## src/rtl/ifetch_queue_pkg.sv

```systemverilog
`default_nettype none
// ----------------------------------------------------------------------------
// Module      : ifetch_queue_pkg
// Description : Shared constants for the instruction fetch queue.
// Revision    : 1.0 - initial release
// ----------------------------------------------------------------------------
package ifetch_queue_pkg;

    localparam int unsigned c_INST_WIDTH       = 32;
    localparam logic [31:0] c_PC_INC           = 32'd4;
    // Low address bits that must be zero for a word-aligned fetch.
    localparam logic [1:0]  c_ALIGN_MASK       = 2'b11;
    localparam logic [31:0] c_DEFAULT_RESET_PC = 32'h0000_0000;

endpackage
`default_nettype wire

```

## src/rtl/ifetch_queue_fifo.sv

```systemverilog
`default_nettype none
// ----------------------------------------------------------------------------
// Module      : sync_fifo
// Description : Single-clock FIFO with synchronous clear; data path only.
// Revision    : 1.0 - initial release
// ----------------------------------------------------------------------------
module sync_fifo #(
    parameter int unsigned WIDTH = 32,
    parameter int unsigned DEPTH = 4
) (
    input  logic                     clk,
    input  logic                     rst,
    input  logic                     push,
    input  logic [WIDTH-1:0]         push_data,
    input  logic                     pop,
    output logic [WIDTH-1:0]         head_data,
    input  logic                     clear,
    output logic                     full,
    output logic                     empty,
    output logic [$clog2(DEPTH):0]   count
);

    localparam int unsigned c_PTR_W = $clog2(DEPTH);

    logic [WIDTH-1:0]   r_mem [DEPTH];
    logic [c_PTR_W-1:0] r_wr_ptr;
    logic [c_PTR_W-1:0] r_rd_ptr;
    logic [c_PTR_W:0]   r_count;
    logic               w_push;
    logic               w_pop;

    assign w_push    = push & ~full;
    assign w_pop     = pop & ~empty;
    assign full      = (r_count == (c_PTR_W + 1)'(DEPTH));
    assign empty     = (r_count == '0);
    assign count     = r_count;
    assign head_data = r_mem[r_rd_ptr];

    // Pointers wrap naturally because DEPTH is a power of two.
    always_ff @(posedge clk or negedge rst) begin
        if (!rst) begin
            r_wr_ptr <= '0;
            r_rd_ptr <= '0;
            r_count  <= '0;
        end else if (clear) begin
            r_wr_ptr <= '0;
            r_rd_ptr <= '0;
            r_count  <= '0;
        end else begin
            if (w_push) r_wr_ptr <= r_wr_ptr + c_PTR_W'(1);
            if (w_pop)  r_rd_ptr <= r_rd_ptr + c_PTR_W'(1);
            case ({w_push, w_pop})
                2'b10:   r_count <= r_count + (c_PTR_W + 1)'(1);
                2'b01:   r_count <= r_count - (c_PTR_W + 1)'(1);
                default: r_count <= r_count;
            endcase
        end
    end

    always_ff @(posedge clk) begin
        if (w_push && !clear) r_mem[r_wr_ptr] <= push_data;
    end

endmodule
`default_nettype wire

```

## src/rtl/ifetch_queue.sv

```systemverilog
`default_nettype none
// ----------------------------------------------------------------------------
// Module      : ifetch_queue
// Description : Sequential instruction fetch with credit-limited requests,
//               in-order response buffering and redirect flush/drop handling.
// Revision    : 1.0 - initial release
// ----------------------------------------------------------------------------
module ifetch_queue
    import ifetch_queue_pkg::*;
#(
    parameter int unsigned      WIDTH    = c_INST_WIDTH,
    parameter int unsigned      DEPTH    = 4,
    parameter logic [WIDTH-1:0] RESET_PC = WIDTH'(c_DEFAULT_RESET_PC)
) (
    input  logic             clk,
    input  logic             rst,
    output logic             req_valid,
    output logic [WIDTH-1:0] req_addr,
    input  logic             req_ready,
    input  logic             rsp_valid,
    input  logic [WIDTH-1:0] rsp_data,
    output logic             inst_valid,
    output logic [WIDTH-1:0] inst,
    output logic [WIDTH-1:0] inst_pc,
    input  logic             inst_ready,
    input  logic             redirect,
    input  logic [WIDTH-1:0] redirect_pc
);

    localparam int unsigned      c_CNT_W     = $clog2(DEPTH) + 1;
    localparam int unsigned      c_DROP_W    = $clog2(2 * DEPTH) + 1;
    localparam logic [WIDTH-1:0] c_INC       = WIDTH'(c_PC_INC);
    localparam logic [WIDTH-1:0] c_MASK      = ~{{(WIDTH - 2){1'b0}}, c_ALIGN_MASK};
    localparam logic [c_CNT_W:0] c_DEPTH_OCC = (c_CNT_W + 1)'(DEPTH);

    logic [WIDTH-1:0]    r_fetch_pc;
    logic [WIDTH-1:0]    r_head_pc;
    logic [c_CNT_W-1:0]  r_inflight;
    logic [c_DROP_W-1:0] r_drop;

    logic [c_CNT_W-1:0]  w_count;
    logic                w_full;
    logic                w_empty;
    logic [WIDTH-1:0]    w_head_data;
    logic [c_CNT_W:0]    w_occupancy;
    logic                w_req_fire;
    logic                w_rsp_hit;
    logic                w_rsp_drop;
    logic                w_push;
    logic                w_pop;

    // Credit covers buffered plus live in-flight fetches; stale ones hold no FIFO slot.
    assign w_occupancy = {1'b0, w_count} + {1'b0, r_inflight};
    assign req_valid   = rst & ~redirect & (w_occupancy < c_DEPTH_OCC);
    assign req_addr    = r_fetch_pc;
    assign w_req_fire  = req_valid & req_ready;

    assign w_rsp_drop  = rsp_valid & (r_drop != '0);
    assign w_rsp_hit   = rsp_valid & ((r_drop != '0) | (r_inflight != '0));
    assign w_push      = rsp_valid & ~redirect & (r_drop == '0) & (r_inflight != '0) & ~w_full;
    assign w_pop       = inst_valid & inst_ready & ~redirect;

    assign inst_valid  = ~w_empty;
    assign inst        = w_empty ? '0 : w_head_data;
    assign inst_pc     = r_head_pc;

    always_ff @(posedge clk or negedge rst) begin
        if (!rst) begin
            r_fetch_pc <= RESET_PC;
            r_head_pc  <= RESET_PC;
            r_inflight <= '0;
            r_drop     <= '0;
        end else if (redirect) begin
            r_fetch_pc <= redirect_pc & c_MASK;
            r_head_pc  <= redirect_pc & c_MASK;
            r_inflight <= '0;
            // Every outstanding live fetch becomes stale, less the one answered now.
            r_drop     <= r_drop + c_DROP_W'(r_inflight) - c_DROP_W'(w_rsp_hit);
        end else begin
            if (w_req_fire) r_fetch_pc <= r_fetch_pc + c_INC;
            if (w_pop)      r_head_pc  <= r_head_pc + c_INC;
            r_inflight <= r_inflight + c_CNT_W'(w_req_fire) - c_CNT_W'(w_push);
            if (w_rsp_drop) r_drop <= r_drop - c_DROP_W'(1);
        end
    end

    sync_fifo #(
        .WIDTH (WIDTH),
        .DEPTH (DEPTH)
    ) u_fifo (
        .clk       (clk),
        .rst       (rst),
        .push      (w_push),
        .push_data (rsp_data),
        .pop       (w_pop),
        .head_data (w_head_data),
        .clear     (redirect),
        .full      (w_full),
        .empty     (w_empty),
        .count     (w_count)
    );

endmodule
`default_nettype wire

```

## config.mk

```make
export PLATFORM = sky130hd
export DESIGN_NAME = ifetch_queue
export DESIGN_NICKNAME = d
export VERILOG_FILES = /design/src/rtl/ifetch_queue_pkg.sv /design/src/rtl/ifetch_queue_fifo.sv /design/src/rtl/ifetch_queue.sv
export SDC_FILE = /design/constraint.sdc
export NUM_CORES = 1
export LEC_CHECK = 0
export ABC_AREA = 1
export ABC_CLOCK_PERIOD_IN_PS = 3200
export CELL_PAD_IN_SITES_DETAIL_PLACEMENT = 0
export CELL_PAD_IN_SITES_GLOBAL_PLACEMENT = 1
export CORE_MARGIN = 3
export CORE_UTILIZATION = 48
export DETAILED_ROUTE_END_ITERATION = 16
export DONT_BUFFER_PORTS = 1
export PLACE_DENSITY = 0.84
export RECOVER_POWER = 50
export SLEW_MARGIN = 30
export SYNTH_ARGS = -nofsm -noshare
export SYNTH_HDL_FRONTEND = slang
export SYNTH_SLANG_ARGS = --single-unit
```

## constraint.sdc

```tcl
create_clock -name clk -period 3.2 [get_ports clk]
set_input_delay 0.96 -clock clk [delete_from_list [all_inputs] [get_ports clk]]
set_output_delay 0.96 -clock clk [all_outputs]
set_load 0.005 [all_outputs]
```

# --- Word level (Yosys, flattened, before mapping) ---
# Memories as Yosys holds them, arrays and structs flattened.
# Cells that the tools add are included.
word_totals:
  regBits: 78
  ram_bits: 128
  input_bits: 70
  output_inout_bits: 98
  word_cells: 69
  n_memories: 1
op_classes:
  n_addsub: 12
  order_cmp: 1
  eq_ne: 3
  n_mux: 16
  bitwise: 17
  reduce_logical: 12
memory_table:
  columns: ["memory", "depth", "word_bits", "rd", "rd_clocked_by_memory_dff", "wr", "line_no", "text"]
  rows:
  - ["u_fifo.r_mem", 4, 32, 1, 0, 1, "ifetch_queue_fifo.sv:25", "logic [WIDTH-1:0] r_mem [DEPTH];"]
ops:
  columns: ["op", "count"]
  rows:
  - ["two-way mux 32 bit", 5]
  - ["adder 32 x 3 -> 32 bit, second input constant", 2]
  - ["bitwise AND 1 bit", 13]
  - ["nonzero test 2 bit", 5]
  - ["two-way mux 2 bit", 4]
  - ["two-way mux 4 bit", 2]
  - ["two-way mux 3 bit", 2]
  - ["case mux 3 bit (2 select lines)", 1]
  - ["nonzero test 3 bit", 2]
  - ["adder 2 x 1 -> 2 bit, second input constant", 2]
  - ["adder 3 x 3 -> 4 bit", 1]
  - ["adder 4 x 3 -> 4 bit", 1]
  - ["zero test 4 bit", 1]
  - ["< comparator 4 x 3 -> 1 bit, second input constant", 1]
  - ["nonzero test 4 bit", 1]
  - ["subtractor 4 x 1 -> 4 bit", 1]
  - ["subtractor 4 x 1 -> 4 bit, second input constant", 1]
  - ["adder 3 x 1 -> 3 bit", 1]
  - ["adder 3 x 1 -> 3 bit, second input constant", 1]
  - ["== test 3 bit, second input constant", 1]
  - ["zero test 3 bit", 1]
  - ["NOT 1 bit", 3]
  - ["subtractor 3 x 1 -> 3 bit", 1]
  - ["subtractor 3 x 1 -> 3 bit, second input constant", 1]
  - ["other kinds (6)", 7]

# --- Depth between registers and ports, before layout ---
# Gate-level depths: netlist of run 1.
logic_depth:
  ltp_word: 9
  ltp_mapped: 15
  ltp_nobuf: 15

# --- Cells and area by module ---
# A second synthesis of run 1 with hierarchy kept.
hier_totals:
  hier_cells: 1165
  hier_area_um2: 10457.5
modules_own_cells:
  columns: ["module", "instances", "cells_each", "area_each_um2", "seq_area_each_um2"]
  rows:
  - ["sync_fifo", 1, 379, 5288.8, 4018.9]
  - ["ifetch_queue", 1, 786, 5168.7, 1676.6]

# --- Least setup slack after synthesis of run 1 ---
# No wires, ideal clock.
synth_timing:
  kind: "input to register"
  startpoint: "input redirect"
  endpoint: "memory u_fifo.r_mem[0][0], enable pin"
  setup_time_ns: 0.421
  t_arrival_ns: 2.785
  required_ns: 2.779
  setup_slack_ns: -0.006
  path_stages: 6
  path_buffers: 1
  path_cell_list: "buf_6 > inv_2 > nand2_1 > nor2_1 > nand2_1 > nor2_1"
synth_via:
  elab_chain_len: 9
  word_cells_on_any_way: 10
  classes_between: "2 x mux; 6 x bitwise; 2 x reduce/logical"
synth_rtl:
  columns: ["item", "line_no", "text"]
  rows:
  - ["start: declaration", "ifetch_queue.sv:26", "input logic redirect,"]
  - ["NOT 1 bit", "ifetch_queue.sv:60", "assign w_push = rsp_valid & ~redirect & (r_drop == '0) & (r_inflight != '0) & ~w_full;"]
  - ["bitwise AND 1 bit (4 in series)", "ifetch_queue.sv:60", null]
  - ["bitwise AND 1 bit", "ifetch_queue_fifo.sv:32", "assign w_push = push & ~full;"]
  - ["logical AND 1 bit (*)", "ifetch_queue_fifo.sv:61", "if (w_push && !clear) r_mem[r_wr_ptr] <= push_data;"]
  - ["two-way mux 1 bit (*)", "ifetch_queue_fifo.sv:61", null]
  - ["two-way mux 1 bit (implied by the code) (*)", "ifetch_queue_fifo.sv:61", null]
  - ["end: declaration", "ifetch_queue_fifo.sv:25", null]
# Every way passes the cells marked *; elsewhere a longest branch is shown, timed or not.

# --- Worst setup path in the final report of run 1 ---
layout_timing:
  startpoint: "register u_fifo.r_rd_ptr[0]"
  endpoint: "output inst[27]"
layout_via:
  elab_chain_len: 2
layout_rtl:
  columns: ["item", "line_no", "text"]
  rows:
  - ["start: declaration", "ifetch_queue_fifo.sv:27", "logic [c_PTR_W-1:0] r_rd_ptr;"]
  - ["start signal: assignment", "ifetch_queue_fifo.sv:51", "if (w_pop) r_rd_ptr <= r_rd_ptr + c_PTR_W'(1);"]
  - ["memory (4 x 32 bit)", null, null]
  - ["two-way mux 32 bit", "ifetch_queue.sv:64", "assign inst = w_empty ? '0 : w_head_data;"]
  - ["end: declaration", "ifetch_queue.sv:23", "output logic [WIDTH-1:0] inst,"]
# Every way passes these cells.

==> out/results.txt, run 1 <==
The run finished with clean final reports. Worst reg2reg path depth: 10. The final layout contains 1,252 nets. Timing would allow up to 338.4 MHz. The delay of the slowest cell on the worst path was 0.48 ns; the detailed placement HPWL was 18,040 µm.

The tools report the global routing usage summed across all routing layers as 22.08%. The logs give 0 for the initial antenna violation count and 0.4074 mV for the largest voltage drop on the vdd net. After synthesis, the largest family of logic cells by area is simple AND/OR/NAND/NOR gates. The number of warnings reported in the yosys synthesis log was 0; the final instance area was 11,250 µm². The routed length per placed instance is 17.94 µm.

For the length of routed met3 wiring, the log shows 2515 µm. On the final layout, the worst hold slack is 0.1461 ns. From left edge to right edge, the die measures 152.3 µm. The path class of the tightest hold or removal check is primary input to asynchronous set/reset pin.

Between clock sinks in the finished design, the worst skew comes to 0.01351 ns. The number of flops mapped to enable cells by yosys is 128, and the synthesized netlist cell count is 1,162. Of all nets on the critical path, the largest fanout is 42.

In this run the critical register-to-register path is launched from u_fifo.count[0]. The count of hold buffers inserted by post-cts repair was 0; the data arrival time of the critical path was 2.00 ns. Highest routing layer actually used: met4. The fraction of the mapped netlist area in compound gates is 9.382%. The number of synthesized register bits was 202.

The quantity of I/O buffers inserted on ports is 0. Per-instance average area after synthesis: 8.837 µm². Of the total synthesized cell area, the portion taken by full adders, half adders and majority gates is 2.656%. The root buffer selected by CTS is clkbuf_16. For the relative max-transition margin, the log shows 42.53%.

The tools report the final-report max-slew violation count as 0. Leaving out filler cells and counting taps, the final layout contains 1,448. The first global-routing pass estimated 41,300 µm of wire. Entering global routing, the biggest net connects 76 pins. At the later pin of the worst-skew pair, clock insertion delay measures 0.50 ns. The area overhead of the layout relative to synthesis was 9.541%.

The post-cts resize count was 0; the starting DRC count in detailed routing was 463. The clock edge transition at the registers on the reported setup and hold paths was 0.06 ns. For this design the ratio of total power to cell area is 679.9 nW/µm². The number of clock buffers added by TritonCTS is 23.

The top cell type's share of synthesized area came out at 37.43%. The XOR/XNOR share of the synthesized area came out at 2.218%. For the met2 routed wirelength, the log shows 12,360 µm. For this block, the routed nets add up to 25,970 µm of wire.

The synthesized netlist devotes 25.04% of its cell area to simple gates. The tools report the effective utilization at floorplan as 49.79%. Counting stages on the worst path, the most repeated cell is nor2_1.

The tools report the critical path launch point type as a register. After detailed placement, the total cell area comes to 10,570 µm². Transition time at the pin with the least slew margin: 0.8620 ns.

Routability-driven placement finished with a final weighted congestion of 0.8598. The total I/O pin count was 168; the number of rows created at floorplan was 52. The remaining global-route overflow is 0. The placeable core area was 20,620 µm². Slowest stage cell on the critical path: dfrtp_2. The die boundary height was 152.3 µm. The count of final setup violators is 0, and the cell area after synthesis is 10,270 µm². In the post-synthesis netlist, the biggest area contributors are edfxtp_1 (37%), dfrtp_1 (18%), nand2_1 (9.8%).

Type of the setup path with the least slack: register to output port. Max-capacitance violation count: 0. The worst setup path is captured at an output port. Post-CTS timing repair inserted 0 buffers for setup. At the worst endpoint, the required time is 2.24 ns.

Main flop type after synthesis: edfxtp_1. The critical path goes through buf_4 -> nor2_1 -> nor2_1 -> o21ai_0 -> a21oi_1. Tracing the worst setup path back leads to its startpoint at u_fifo.r_rd_ptr[0]. The analysis attributes to cell leakage a power of 4.440 nW. The via count normalized by instance count works out to 5.307.

TritonCTS built the clock tree. The tools report the total number of vias as 7,684. The worst register-to-register path ends at u_fifo.count[0]. The die covers 23,180 µm². The tools report the hold violation count in the final report as 0. In the routed design, unresolved DRC markers number 0. The placed cell count is 1,407.

Cell type with the largest total area after synthesis: edfxtp_1. For the number of H-tree levels, the log shows 1. Sum of buffers and inverters on the critical path: 1. The via count of the first global-routing pass is 7,454. No sink is reached through more buffers than the 3 on the longest clock path.

After synthesis, the share of flip-flops with an asynchronous set or reset is 36.63%. Share of synthesized area spent on multiplexers: 0%. The detailed router put a total of 10,420 µm of wire on met1. For flop-to-flop paths, the worst setup slack is 0.50 ns. The tools report the clock net sink count as 202.

The routed design could run at a clock period as short as 2.955 ns. For this run, the register share of the synthesized area comes to 55.46%. Of the available clock period, the critical path in the final layout requires 92.35%.

For the count of different cell masters after synthesis, the log shows 38. Kind of cell adding the most delay to the critical path: flip-flops. In the final layout, the share of cells above drive strength 1 is 6.791%. Once detail routing completed, the nets flagged for antenna violations numbered 0. Setup repair after global routing left no endpoint under its margin. The logs give 0 for the count of antenna diodes in the layout and 5 for the detailed-router iteration count before antenna repair.
[state kept, by name (all words and copies together), names as in the netlist]
name             cells
u_fifo.count         3
inst_pc             30
u_fifo.r_mem       128
u_fifo.r_wr_ptr      2
u_fifo.r_rd_ptr      2
r_inflight           3
r_drop               4
req_addr            30
[placed cells by master, fill, tap and decap left out, types with 10 or more instances in the layout]
cell	instances
a21oi_1	54
a31oi_1	10
buf_4	11
clkbuf_16	23
dfrtp_1	73
edfxtp_1	128
ha_1	17
inv_1	75
nand2_1	271
nand3_1	64
nor2_1	224
nor2_4	12
nor3_1	12
o21ai_0	97
xor2_1	18
[worst max path at each step]
stage / end / slack (ns) / depth (start not counted)
2_1_floorplan: u_fifo.r_mem[0][0] / -0.006 / 6
3_3_place_gp: r_inflight[2] / 0.56 / 11
3_5_place_dp: r_inflight[2] / 0.55 / 11
4_1_cts: inst[3] / 0.23 / 5
5_1_grt: inst[3] / 0.10 / 5
6_report: inst[27] / 0.24 / 5
[per-layer routing]
layer	up-vias	GRT usage, %
met2	225	36.69
li1	3857	-
met4	0	6.293
met5	-	0
met1	3560	27.51
met3	42	7.725
[power by group]
part           internal, mW  switching, mW  leakage (nW)
sequential             3.00          0.395          2.05
clock                  1.40           1.03         0.335
combinational         0.621           1.20          2.05
total                  5.02           2.63          4.44
[final cells by class]
class | instances | area (µm²)
Timing Repair Buffer | 17 | 153.9
Fill cell | 1867 | 9376
Multi-Input combinational cell | 840 | 4063
Tap cell | 270 | 337.8
Clock buffer | 25 | 583.1
Clock inverter | 16 | 121.4
Inverter | 78 | 292.8
Sequential cell | 202 | 5697
[per-stage QoR]
stage	total power [mW]	utilization (%)	setup TNS, ns	setup slack [ns]
after global routing	8.150	54.54	0	0.1038
after floorplan	4.742	-	-0.7458	-0.005827
after detailed placement	5.292	51.26	0	0.5477
final	7.647	54.54	0	0.2447
after CTS	7.723	54.68	0	0.2340
after global placement	5.249	51.26	0	0.5632
[logic make-up after synthesis]
family | after synthesis
buffers and inverters | 123
AOI/OAI and AO/OA | 181
and+or+nand+nor | 609
DFF | 202
xor gates and xnor gates | 26
adders and majority gates | 20
other | 1
[synthesized netlist by cell type, types with 8 or more instances]
cell      instances
o211ai_1          8
nor2_1          228
nor2_4            8
xnor2_1           8
inv_1            72
xor2_1           18
buf_2            14
nand2_1         268
a21oi_1          54
a31oi_1          10
ha_1             17
nand3_1          63
edfxtp_1        128
nor3_1           12
dfrtp_1          74
o21ai_0          97
clkbuf_1         21
Power figures use the tool's default switching activity.
==> inputs of run 2 (changes only) <==
- CTS_CLUSTER_DIAMETER: unset -> 50
- GPL_TIMING_DRIVEN: unset -> 0
==> out/results.txt, run 2 (synthesized netlist as in run 1, its figures left out) <==
The logs give 1,286 (+2.7%) for the count of nets after finishing and 168 (unchanged) for the total I/O pin count. The total number of vias came out at 8,118 (+5.6%). The count of antenna diodes in the layout is 0 (unchanged), and the transition time at the pin with the least slew margin is 0.7501 ns (-0.1120 ns). The initial antenna violation count was 0 (unchanged). The share of post-route cells with drive strength above 1 is 8.072% (+1.3 points), and the overall power of the completed layout is 8.019 mW (+4.9%). The largest voltage drop on the vdd net was 0.4279 mV (+5.0%). The clock net sink count is 202 (unchanged). The tools report the area used by multi-input combinational logic as 4045 µm² (-0.43%). The detailed-router iteration count before antenna repair was 5 (unchanged). The net switching share of the total power came out at 34.73% (+0.37 points). The number of H-tree levels was 1 (unchanged). The worst slack at placement was 0.1075 ns (-0.4402 ns). The count of buffers added by post-CTS timing repair for setup was 0 (unchanged); the worst-skew pair later-pin latency was 0.52 ns (+0.02 ns). The flow ran to the end, and the final reports show no timing, DRC or antenna violations. The remaining global-route overflow is 0 (unchanged).

The routed length per placed instance was 19.70 µm (+9.8%); the chip width was 152.3 µm (unchanged). The flip-flop count of the largest register, all copies and words added is 128 (unchanged). The run gives 3 (+3) as the post-cts resize count.

Sum of routed wire length over all layers: 29,240 µm (+13%). Commonest non-fill, non-tap cell in the layout: nand2_1. The placeable core area was 20,620 µm² (unchanged); the clock edge transition at the registers on the reported setup and hold paths was 0.06 ns (about the same). The tools report the part of the total power dissipated in sequential elements as 42.1% (-2.2 points). The fraction of power consumed by combinational cells is 24.3% (+0.5 points). For the number of standard cells in the final layout excluding fillers, the log shows 1,484 (+2.5%). For the sequential cell area, the log shows 5695 µm² (about the same).

Setup slack of the most critical reg-to-reg path: 0.31 ns (-0.19 ns). Setup repair after global routing left no endpoint under its margin. The endpoint kind of the worst setup timing path is an output port. The tree is rooted in a clkbuf_16. The run gives 24 (+4.3%) as the clock buffer count from CTS. The worst setup path is launched from a register.

The logs give 2.10 ns (+0.10 ns) for the data arrival time of the critical path and 49.79% (unchanged) for the effective utilization at floorplan. In the layout the commonest cells are nand2_1 (272), nor2_1 (226), edfxtp_1 (128). For the total die area, the log shows 23,180 µm² (unchanged). The worst path setup slack after routing was 0.1419 ns (-0.1027 ns).

The run gives 4.617 nW (+4.0%) as the cell leakage power. The DRC violation count after routing was 0 (unchanged). The tools report the internal cell power as 5.234 mW (+4.3%). The via count normalized by instance count was 5.470 (+3.1%). The number of rows created at floorplan came out at 52 (unchanged). Final-report max-slew violation count: 0 (unchanged).

The class of the tightest hold or removal check is primary input to asynchronous set/reset pin. The first-pass GRT wire length was 45,540 µm (+10%); the last weighted congestion value of the routability-driven placer was 0.9197 (+7.0%). TritonCTS built the clock tree. The detailed placement HPWL is 20,990 µm (+16%), and the clock share of power is 33.6% (+1.7 points).

The placed cell count was 1,441 (+2.4%); the pin count of the biggest net entering global routing was 76 (unchanged). The tools report the number of nets with antenna violations after routing as 0 (unchanged). The max-capacitance violation count was 0 (unchanged). u_fifo.r_mem holds more flip-flops than any other register. The setup skew after layout is 0.01200 ns (-0.001505 ns), and the global routing usage summed across all routing layers is 24.79% (+2.7 points). The die boundary height was 152.3 µm (unchanged). The highest fanout seen on the critical path is 10 (-76%), and the via count of the first global-routing pass is 8,056 (+8.1%). The maximum count of clock buffers along a single path was 3 (unchanged); the maximum operating frequency was 327.0 MHz (-3.4%). The final critical-path required period was 3.058 ns (+0.1027 ns). The count of hold buffers inserted by post-cts repair is 0 (unchanged). The quantity of I/O buffers inserted on ports came out at 0 (unchanged). The total power per unit cell area was 694.6 nW/µm² (+2.2%); the data required time of the critical path was 2.24 ns (about the same).

The critical path is of the register to output port type. The filler cell count was 1,864 (-0.16%). The logs give 2.785 mW (+6.0%) for the switching power summed over all nets and 0 (unchanged) for the count of final setup violators. Hold violation count in the final report: 0 (unchanged).

The area overhead of the layout relative to synthesis is 12.43%, and the relative max-transition margin is 49.81% (+7.3 points). The final clock period utilization by the worst path is 95.56% (+3.2 points). The starting DRC count in detailed routing is 724 (+56%), and the worst reg2reg path depth is 12 (+2).
run 2: power by group through the flow:
stage	Sequential, mW	Combinational (mW)	Clock (mW)
after floorplan	3.29	1.46	0
after global placement	3.42	1.93	0
after detailed placement	3.43	1.96	0
after CTS	3.38	1.99	2.72
after global routing	3.42	2.24	2.86
final	3.38	1.95	2.69
run 2: cell type report:
| class | count | share of cell area [%] |
|---|---|---|
| multi-input combinational | 840 | 35.04 |
| clock inverter | 11 | 0.9320 |
| tap | 270 | 2.926 |
| timing repair buffer | 6 | 1.214 |
| inverter | 78 | 2.536 |
| buffer | 44 | 2.081 |
| sequential | 202 | 49.33 |
| clock buffer | 33 | 5.939 |
run 2: critical path, stage by stage, from the launching register on:
cell and delay, ns:
dfrtp_1 0.42, inv_1 0.13, nand3_2 0.16, inv_1 0.20, clkbuf_1 0.48, a21oi_1 0.19
run 2: final timing paths:
kind	to	start
min in group clk	u_fifo.r_mem[2][1]	rsp_data[1]
max in group asynchronous	req_addr[2]	rst
setup reg to reg	r_inflight[2]	r_inflight[1]
hold reg to reg	req_addr[31]	req_addr[31]
hold / removal	req_addr[22]	rst
setup / recovery	inst[20]	u_fifo.count[0]
run 2: through the flow:
step	utilization (%)	setup TNS, ns	hold slack, ns	area (µm²)
after global routing	55.98	0	0.1142	11540
after CTS	56.17	0	0.1195	11580
after detailed placement	52.31	0	0.5772	10790
after global placement	51.48	-142.68	0.5568	10620
final	55.98	0	0.1396	11540
after floorplan	-	-0.7458	0.5285	10280
run 2: metal layers:
metal	GRT usage, %	vias up	wire, µm
met5	0	-	0
met4	6.678	0	569
met3	7.668	35	3029
met2	41.96	319	14070
met1	31.07	3826	11570
li1	-	3938	-
